`src/rtl/axis_in_gather_pkg.sv`:
```
// rtl/axis_in_gather_pkg.sv - shared defaults, state encoding and column/word types for axis_in_gather
package axis_in_gather_pkg;

  localparam int DEF_ROWS        = 8;
  localparam int DEF_COLS        = 24;
  localparam int DEF_WORD_WIDTH  = 8;
  localparam int DEF_TUSER_WIDTH = 8;
  localparam int CNT_W           = $clog2(DEF_COLS + 1);

  typedef enum logic {FILL, OUT} state_t;

  typedef logic [DEF_ROWS-1:0][DEF_WORD_WIDTH-1:0] col_t;
  typedef col_t [DEF_COLS-1:0]                     word_t;

endpackage

```
`src/rtl/axis_in_gather_buf.sv`:
```
// rtl/axis_in_gather_buf.sv - packed-word register with column write decode, keep and user capture
// A whole-word load (ld_en) may coincide with a column write; the column write is applied on top.
module axis_in_gather_buf
  import axis_in_gather_pkg::*;
#(
  parameter  int ROWS        = DEF_ROWS,
  parameter  int COLS        = DEF_COLS,
  parameter  int WORD_WIDTH  = DEF_WORD_WIDTH,
  parameter  int TUSER_WIDTH = DEF_TUSER_WIDTH,
  localparam int CW          = $clog2(COLS + 1),
  localparam int RW          = ROWS * WORD_WIDTH,
  localparam int DW          = COLS * RW
) (
  input  logic                   clk,
  input  logic                   rst,
  input  logic                   wr_en,
  input  logic [CW-1:0]          cnt,
  input  logic [RW-1:0]          col_data,
  input  logic [TUSER_WIDTH-1:0] user_in,
  input  logic                   ld_en,
  input  logic [DW-1:0]          ld_data,
  input  logic [COLS-1:0]        ld_keep,
  input  logic [TUSER_WIDTH-1:0] ld_user,
  output logic [DW-1:0]          data,
  output logic [COLS-1:0]        keep,
  output logic [TUSER_WIDTH-1:0] user
);

  logic [DW-1:0]          data_q, data_d;
  logic [COLS-1:0]        keep_q, keep_d;
  logic [TUSER_WIDTH-1:0] user_q, user_d;

  always_comb begin
    data_d = data_q;
    keep_d = keep_q;
    user_d = user_q;
    if (ld_en) begin
      data_d = ld_data;
      keep_d = ld_keep;
      user_d = ld_user;
    end
    if (wr_en) begin
      // First beat of a group wipes every column so nothing leaks from the previous group.
      if (cnt == '0) begin
        data_d = '0;
        keep_d = '0;
        user_d = user_in;
      end
      for (int c = 0; c < COLS; c++) begin
        if (c == COLS - 1 - int'(cnt)) begin
          data_d[c*RW +: RW] = col_data;
          keep_d[c]          = 1'b1;
        end
      end
    end
  end

  always_ff @(posedge clk) begin
    if (rst) begin
      data_q <= '0;
      keep_q <= '0;
      user_q <= '0;
    end else begin
      data_q <= data_d;
      keep_q <= keep_d;
      user_q <= user_d;
    end
  end

  assign data = data_q;
  assign keep = keep_q;
  assign user = user_q;

endmodule

```
`src/rtl/axis_in_gather.sv`:
```
// rtl/axis_in_gather.sv - AXI-Stream column deserializer packing COLS beats into one word
// AXIS_IN_GATHER_DBUF_EN selects separate fill/output buffers for bubble-free streaming.
module axis_in_gather
  import axis_in_gather_pkg::*;
#(
  parameter int ROWS        = DEF_ROWS,
  parameter int COLS        = DEF_COLS,
  parameter int WORD_WIDTH  = DEF_WORD_WIDTH,
  parameter int TUSER_WIDTH = DEF_TUSER_WIDTH
) (
  input  logic                              aclk,
  input  logic                              areset,
  input  logic                              s_valid,
  output logic                              s_ready,
  input  logic                              s_last,
  input  logic [TUSER_WIDTH-1:0]            s_user,
  input  logic [ROWS*WORD_WIDTH-1:0]        s_data,
  output logic                              m_valid,
  input  logic                              m_ready,
  output logic [COLS*ROWS*WORD_WIDTH-1:0]   m_data,
  output logic [COLS-1:0]                   m_keep,
  output logic [TUSER_WIDTH-1:0]            m_user,
  output logic                              m_last
);

  localparam int             CW      = $clog2(COLS + 1);
  localparam int             DW      = COLS * ROWS * WORD_WIDTH;
  localparam logic [CW-1:0]  CNT_MAX = CW'(COLS - 1);

  state_t        state_q, state_d;
  logic [CW-1:0] cnt_q, cnt_d;
  logic          acc, close;

  assign s_ready = (state_q == FILL);
  assign acc     = s_valid && s_ready;
  assign close   = acc && ((cnt_q == CNT_MAX) || s_last);

  always_comb begin
    cnt_d = cnt_q;
    if (close)    cnt_d = '0;
    else if (acc) cnt_d = cnt_q + CW'(1);
  end

`ifndef AXIS_IN_GATHER_DBUF_EN
  logic last_q, last_d;

  always_comb begin
    state_d = state_q;
    last_d  = last_q;
    case (state_q)
      FILL: if (close) begin
        state_d = OUT;
        last_d  = s_last;
      end
      OUT:  if (m_ready) state_d = FILL;
      default: state_d = FILL;
    endcase
  end

  always_ff @(posedge aclk) begin
    if (areset) begin
      state_q <= FILL;
      cnt_q   <= '0;
      last_q  <= 1'b0;
    end else begin
      state_q <= state_d;
      cnt_q   <= cnt_d;
      last_q  <= last_d;
    end
  end

  axis_in_gather_buf #(
    .ROWS(ROWS), .COLS(COLS), .WORD_WIDTH(WORD_WIDTH), .TUSER_WIDTH(TUSER_WIDTH)
  ) u_buf (
    .clk(aclk), .rst(areset), .wr_en(acc), .cnt(cnt_q), .col_data(s_data), .user_in(s_user),
    .ld_en(1'b0), .ld_data({DW{1'b0}}), .ld_keep({COLS{1'b0}}), .ld_user({TUSER_WIDTH{1'b0}}),
    .data(m_data), .keep(m_keep), .user(m_user)
  );

  assign m_valid = (state_q == OUT);
  assign m_last  = last_q;
`else
  // state_q == OUT here means a completed fill word is waiting for the output buffer.
  logic                   ov_q, ov_d, fl_q, fl_d, ol_q, ol_d;
  logic                   copy, o_wr;
  logic [DW-1:0]          f_data;
  logic [COLS-1:0]        f_keep;
  logic [TUSER_WIDTH-1:0] f_user;

  always_comb begin
    state_d = state_q;
    ov_d    = ov_q;
    fl_d    = fl_q;
    ol_d    = ol_q;
    copy    = 1'b0;
    o_wr    = 1'b0;
    if (ov_q && m_ready) ov_d = 1'b0;
    case (state_q)
      FILL: if (close) begin
        if (!ov_q || m_ready) begin
          copy = 1'b1;
          o_wr = 1'b1;
          ov_d = 1'b1;
          ol_d = s_last;
        end else begin
          state_d = OUT;
          fl_d    = s_last;
        end
      end
      OUT: if (m_ready) begin
        copy    = 1'b1;
        ov_d    = 1'b1;
        ol_d    = fl_q;
        state_d = FILL;
      end
      default: state_d = FILL;
    endcase
  end

  always_ff @(posedge aclk) begin
    if (areset) begin
      state_q <= FILL;
      cnt_q   <= '0;
      ov_q    <= 1'b0;
      fl_q    <= 1'b0;
      ol_q    <= 1'b0;
    end else begin
      state_q <= state_d;
      cnt_q   <= cnt_d;
      ov_q    <= ov_d;
      fl_q    <= fl_d;
      ol_q    <= ol_d;
    end
  end

  axis_in_gather_buf #(
    .ROWS(ROWS), .COLS(COLS), .WORD_WIDTH(WORD_WIDTH), .TUSER_WIDTH(TUSER_WIDTH)
  ) u_fill (
    .clk(aclk), .rst(areset), .wr_en(acc), .cnt(cnt_q), .col_data(s_data), .user_in(s_user),
    .ld_en(1'b0), .ld_data({DW{1'b0}}), .ld_keep({COLS{1'b0}}), .ld_user({TUSER_WIDTH{1'b0}}),
    .data(f_data), .keep(f_keep), .user(f_user)
  );

  axis_in_gather_buf #(
    .ROWS(ROWS), .COLS(COLS), .WORD_WIDTH(WORD_WIDTH), .TUSER_WIDTH(TUSER_WIDTH)
  ) u_out (
    .clk(aclk), .rst(areset), .wr_en(o_wr), .cnt(cnt_q), .col_data(s_data), .user_in(s_user),
    .ld_en(copy), .ld_data(f_data), .ld_keep(f_keep), .ld_user(f_user),
    .data(m_data), .keep(m_keep), .user(m_user)
  );

  assign m_valid = ov_q;
  assign m_last  = ol_q;
`endif

endmodule

```
`config.mk`:
```
export PLATFORM = sky130hd
export DESIGN_NAME = axis_in_gather
export DESIGN_NICKNAME = d
export VERILOG_FILES = /design/src/rtl/axis_in_gather_pkg.sv /design/src/rtl/axis_in_gather_buf.sv /design/src/rtl/axis_in_gather.sv
export SDC_FILE = /design/constraint.sdc
export NUM_CORES = 2
export LEC_CHECK = 0
export BUFFER_PORTS_ARGS = -buffer_cell sky130_fd_sc_hd__buf_2
export CAP_MARGIN = 10
export CORE_AREA = 2 2 647 649
export DETAILED_ROUTE_END_ITERATION = 8
export DIE_AREA = 0 0 649 651
export PLACE_DENSITY_LB_ADDON = 0.2
export SYNTH_ARGS = -nofsm -noshare
export SYNTH_HDL_FRONTEND = slang
export SYNTH_HIERARCHICAL = 1
export SYNTH_SLANG_ARGS = --single-unit
export TNS_END_PERCENT = 10
```
`constraint.sdc`:
```
create_clock -name aclk -period 3.2 [get_ports aclk]
set_clock_uncertainty 0.05 [all_clocks]
set_input_delay 0.64 -clock aclk [delete_from_list [all_inputs] [get_ports aclk]]
set_output_delay 0.64 -clock aclk [all_outputs]
set_load 0.05 [all_outputs]
```
* After elaboration in Yosys (flattened, before gate mapping)
Index checks and enable logic that the tools add are counted.
** Storage, ports and cells
- Register bits :: 1575
- Logic and storage cells :: 188
- Input port bits :: 77
** Operators by class
- Muxes and demuxes :: 53
- Reductions and logical operators :: 56
- $add $sub $neg :: 2
- Eq/ne operators :: 24
- Bitwise operators :: 1
** Operators with widths (number)
- 1536-bit two-way mux :: 1
- 64-bit two-way mux :: 24
- 5-bit by 32-bit equality test with 1-bit output (first input constant) :: 8
- 6-bit by 32-bit equality test with 1-bit output (first input constant) :: 8
- 4-bit by 32-bit equality test with 1-bit output (first input constant) :: 4
- 3-bit by 32-bit equality test with 1-bit output (first input constant) :: 2
- 2-bit AND reduction :: 26
- 2-bit nonzero test :: 24
- 2-bit by 32-bit equality test with 1-bit output (first input constant) :: 1
- 32-bit zero test :: 1
- 1-bit two-way mux :: 26
- 24-bit two-way mux :: 1
- 5-bit by 5-bit subtractor with 6-bit output (first input constant) :: 1
- 5-bit by 1-bit adder with 5-bit output (second input constant) :: 1
- 5-bit equality test (second input constant) :: 1
- 5-bit zero test :: 1
- 1-bit logical AND :: 2
- 1-bit case mux with 2 select lines :: 1
- 2-bit OR reduction :: 1
- 1-bit logical OR :: 1
- 1-bit NOT :: 1

* Longest topological paths before layout
- Depth after elaboration :: 5
- Mapped depth :: 9

* Cells and area by module
Netlist, hierarchy kept.
** Modules (own cells, without submodules)
- axis_in_gather_buf :: area each 71054.4 um^2, instances 1, cells each 7297
- axis_in_gather :: area each 367.9 um^2, instances 1, cells each 43

* Worst setup path before layout
OpenSTA, ideal clock, no wires.
- Path type :: register -> register
- Start :: register state_q, in the netlist m_valid
- End :: register u_buf.data_q[207], in the netlist u_buf/data[207]
- Cell stages (with the launch flop) :: 10
- Setup slack :: 782 ps
- Arrival :: 2231 ps
- Required time :: 3013 ps
- Buffers on the path :: 4
- Setup time :: 137 ps
- Path through :: dfxtp_1 nand2b_4 buf_6 inv_1 clkbuf_1 and4bb_2 nand2_1 clkbuf_1 clkbuf_1 a211oi_1
** Between the ends
- Word-level cells in the longest chain between the ends :: 3
** Ends and longest elaborated chain
- from (decl) :: RTL line axis_in_gather.sv:30 : state_t state_q, state_d;
- from (signal assigned) :: RTL line axis_in_gather.sv:66 : state_q <= state_d;
- 1-bit NOT (no source line)
- 1-bit logical AND :: RTL line axis_in_gather.sv:35 : assign acc = s_valid && s_ready;
- net acc :: RTL line axis_in_gather.sv:32 : logic acc, close;
- 2-bit AND reduction (no source line)
- to (signal assigned) :: RTL line axis_in_gather_buf.sv:64 : data_q <= data_d;
- to (decl) :: RTL line axis_in_gather_buf.sv:29 : logic [DW-1:0] data_q, data_d;
The timed path passes the listed nets, and every way through them passes these cells.
A chain may end at the register's enable or synchronous reset.

* Worst setup path in the final report
- Start :: register cnt_q[3]
- End :: register u_buf.data_q[1018], in the netlist u_buf/data[1018]
** Between the ends
- Word-level cells in the longest chain between the ends :: 4
- Elaborated cells between the ends (all ways) :: 6
** Ends and longest elaborated chain
- from (decl) :: RTL line axis_in_gather.sv:31 : logic [CW-1:0] cnt_q, cnt_d;
- from (signal assigned) :: RTL line axis_in_gather.sv:67 : cnt_q <= cnt_d;
- 5-bit by 5-bit subtractor with 6-bit output :: RTL line axis_in_gather_buf.sv:50 : if (c == COLS - 1 - int'(cnt)) begin
- 5-bit by 32-bit equality test with 1-bit output :: RTL line axis_in_gather_buf.sv:50
- 2-bit nonzero test (no source line)
- 2-bit AND reduction (no source line)
Several ways; a longest one is shown, not always the timed one.

==> results.yml <==
power:
  netSwitchingPower_mw: 18.6
  powerDensity_nw_per_um2: 588
  finalPower_mw: 58.4
  swShare: 0.318
  power_frac_comb: 0.226
  share_seq_of_total_power: 0.363
  p_leak_nw: 44.1
  power_frac_clock: 0.411
  p_int_mw: 39.9
  worst_ir_drop_vdd_mv: 0.673
clock_network:
  tritoncts: "built"
  htree_levels: 4
  clk_pin_slew_ns: 0.06
  cts_resized: 0
  post_cts_buffers: 0
  clockBufferDepth: 4
  cts_root_buf: "clkbuf_16"
  cts_buffers: 204
  worstSkewPairLatency_ns: 0.93
  cts_sinks: 1575
sta:
  max_freq_ghz: 0.367
  hold_violations: 0
  setup_viol: 0
  tightestPinTransition_ns: 37.80
  maxSlewHeadroom: -24.2
  rsz0062_at_grt: "false"
  fin_crit_ns: 2.73
  maxSlewViolCount: 1568
  tns_ns: 0
  post-route-period-util: 0.852
synth:
  syn_area_um2: 71400
  synthArstFlopShare: 0
  synthSimpleGateAreaFrac: 0.114
  synthMuxAreaShare: 0.220
  synth_cell_types: 47
  synthAdderAreaFrac: 0.000526
  synth-seq-area-share: 0.441
  synth_ff_type: "dfxtp_1"
  synth_top_family_by_area: "multiplexers"
  synth-edff-count: 0
  synth_area_per_cell_um2: 9.73
  synth_compound_area_frac: 0.166
  synth-xor-area-share: 0
  ys_warn_count: 6
  ys_ff_latch: 1575
  synth_cells: 7340
routing:
  ant_nets: 0
  drc: 0
  drt_iter0_drc: 5177
  routed_wl_um: 429000
  num_vias: 67400
  drt-pass1-iter-count: 6
  viasPerCell: 4.28
  wl_per_cell_um: 27.2
grt:
  antenna_found_initial: 61
  grt_max_degree: 1569
  gr-total-overflow: 0
  grt_pass1_vias: 64000
  grt_pass1_wl_um: 576000
  grt_use_total: 0.192
finish:
  final_cell_mix: "buf_2 (1627), dfxtp_1 (1575), conb_1 (1569)"
  n_fill_cell: 45100
  final_area_um2: 99400
  final_layout_size_suffix_gt1_frac: 0.224
  layout_commonest_cell: "buf_2"
  nets: 10200
  fin_util: 0.239
  area_delta_synth_final_pct: 39.2
critical_path:
  worstPathMaxFanout: 20
  end_kind: "flip-flop"
  cp_data_required_time_ns: 3.95
  cp-start-kind: "flip-flop"
  crit_arrival_ns: 3.48
  path_class: "flip-flop to flip-flop"
floorplan:
  start_util: 0.172
  core_area_um2: 415000
  dieArea_um2: 422000
  io_pins: 1648
  die_h_um: 651
  rows: 237
  die-width_um: 649
run_status:
  violations: "slew limit"
  status: "finished with violations"
place:
  hpwl_um: 288000
  io_buffers: 1647
  place_congestion: 0.762
  placed_area_um2: 92600
hold_path:
  worstHoldPathType: "input pin to flip-flop"
job:
  cap_violations: 0
[repair_timing]
item | in CTS | in global routing
hold buffers | 2 | 0
endpoints found under the hold margin | 4 | 0
endpoints found under the setup margin | 0 | 0
[kinds of logic after synthesis]
kind of cell    after synthesis
other cells                   1
fa+ha+maj                     3
simple gates               1609
buf+inv                     998
compound gates             1586
mux                        1568
flops                      1575
[final timing paths]
check / depth (start not counted) / slack (ns) / endpoint / from
worst max-delay path: 5 / 0.47 / u_buf/data[1018] / cnt_q[3]
worst min-delay path: 3 / 0.13 / cnt_q[1] / s_valid
worst max register to register: 5 / 0.47 / u_buf/data[1018] / cnt_q[3]
worst min register to register: 2 / 0.42 / m_last / m_last
[final cells by class]
cell class,instances,area (um2),area share
clock buffer,317,6080,0.0612
tap,5497,6880,0.0692
inverter,6,22.5,0.000227
timing repair buffer,1953,12400,0.124
sequential,1575,31500,0.317
clock inverter,42,648,0.00652
multi-input combinational,6335,41800,0.421
antenna,15,37.5,0.000378
[synthesized netlist by cell type, types with 2 or more instances]
| cell type | instances | area, um2 |
|---|---|---|
| buf_2 | 144 | 721 |
| clkbuf_1 | 747 | 2800 |
| mux2i_1 | 1567 | 15700 |
| buf_4 | 66 | 495 |
| inv_1 | 6 | 22.5 |
| nor3_1 | 1544 | 7730 |
| nand2b_1 | 7 | 43.8 |
| nor2_1 | 3 | 11.3 |
| dfxtp_1 | 1575 | 31500 |
| a211oi_1 | 1544 | 11600 |
| o21ai_0 | 3 | 15.0 |
| or4_1 | 3 | 22.5 |
| or2_2 | 3 | 18.8 |
| a21oi_1 | 28 | 140 |
| buf_1 | 33 | 124 |
| or2_1 | 4 | 25.0 |
| nor2b_1 | 2 | 12.5 |
| nand4_1 | 2 | 12.5 |
| o31ai_1 | 3 | 22.5 |
| nand3_1 | 4 | 20.0 |
| ha_1 | 3 | 37.5 |
| nand4b_1 | 4 | 35.0 |
| and4b_1 | 2 | 20.0 |
| nand2_1 | 20 | 75.1 |
[power groups by stage]
stage	sequential [mW]	combinational, mW	clock (mW)
global route	21.3	11.1	25.4
floorplan	25.2	3.31	0
CTS	21.2	10.4	24.7
detailed placement	21.6	10.3	0
finish	21.2	13.2	24.0
global placement	21.6	10.4	0
[state kept, by name, summed over array words and instances, names as in the netlist]
signal      cells
m_valid         1
cnt_q           5
u_buf/keep     24
u_buf/data   1536
u_buf/user      8
m_last          1
[worst max-delay path, stage by stage, from the launching register on]
cell and delay, ns:
dfxtp_1 0.53, buf_4 0.29, nor2b_1 0.65, nand2_4 0.44, buf_12 0.33, a211oi_1 0.23
[per-stage QoR]
step / setup slack (ns) / hold WS [ns] / cells
after floorplan: 0.782 / 0.438 / 8908
after global placement: 0.220 / 0.415 / 15400
after detailed placement: 0.188 / 0.422 / 15400
after CTS: 0.419 / 0.0284 / 15700
after global routing: 0.304 / 0.0956 / 15700
final: 0.472 / 0.128 / 15700
[layer usage]
| layer | track usage | wire length [um] | vias to the layer above | share of wire |
|---|---|---|---|---|
| li1 | - | - | 31800 | - |
| met1 | 0.242 | 183000 | 32900 | 0.43 |
| met2 | 0.320 | 203000 | 2102 | 0.47 |
| met3 | 0.0436 | 26700 | 491 | 0.062 |
| met4 | 0.0654 | 16100 | 6 | 0.038 |
| met5 | 0 | 32 | - | 0.000075 |
No activity file was read; power rests on OpenSTA's default activity.
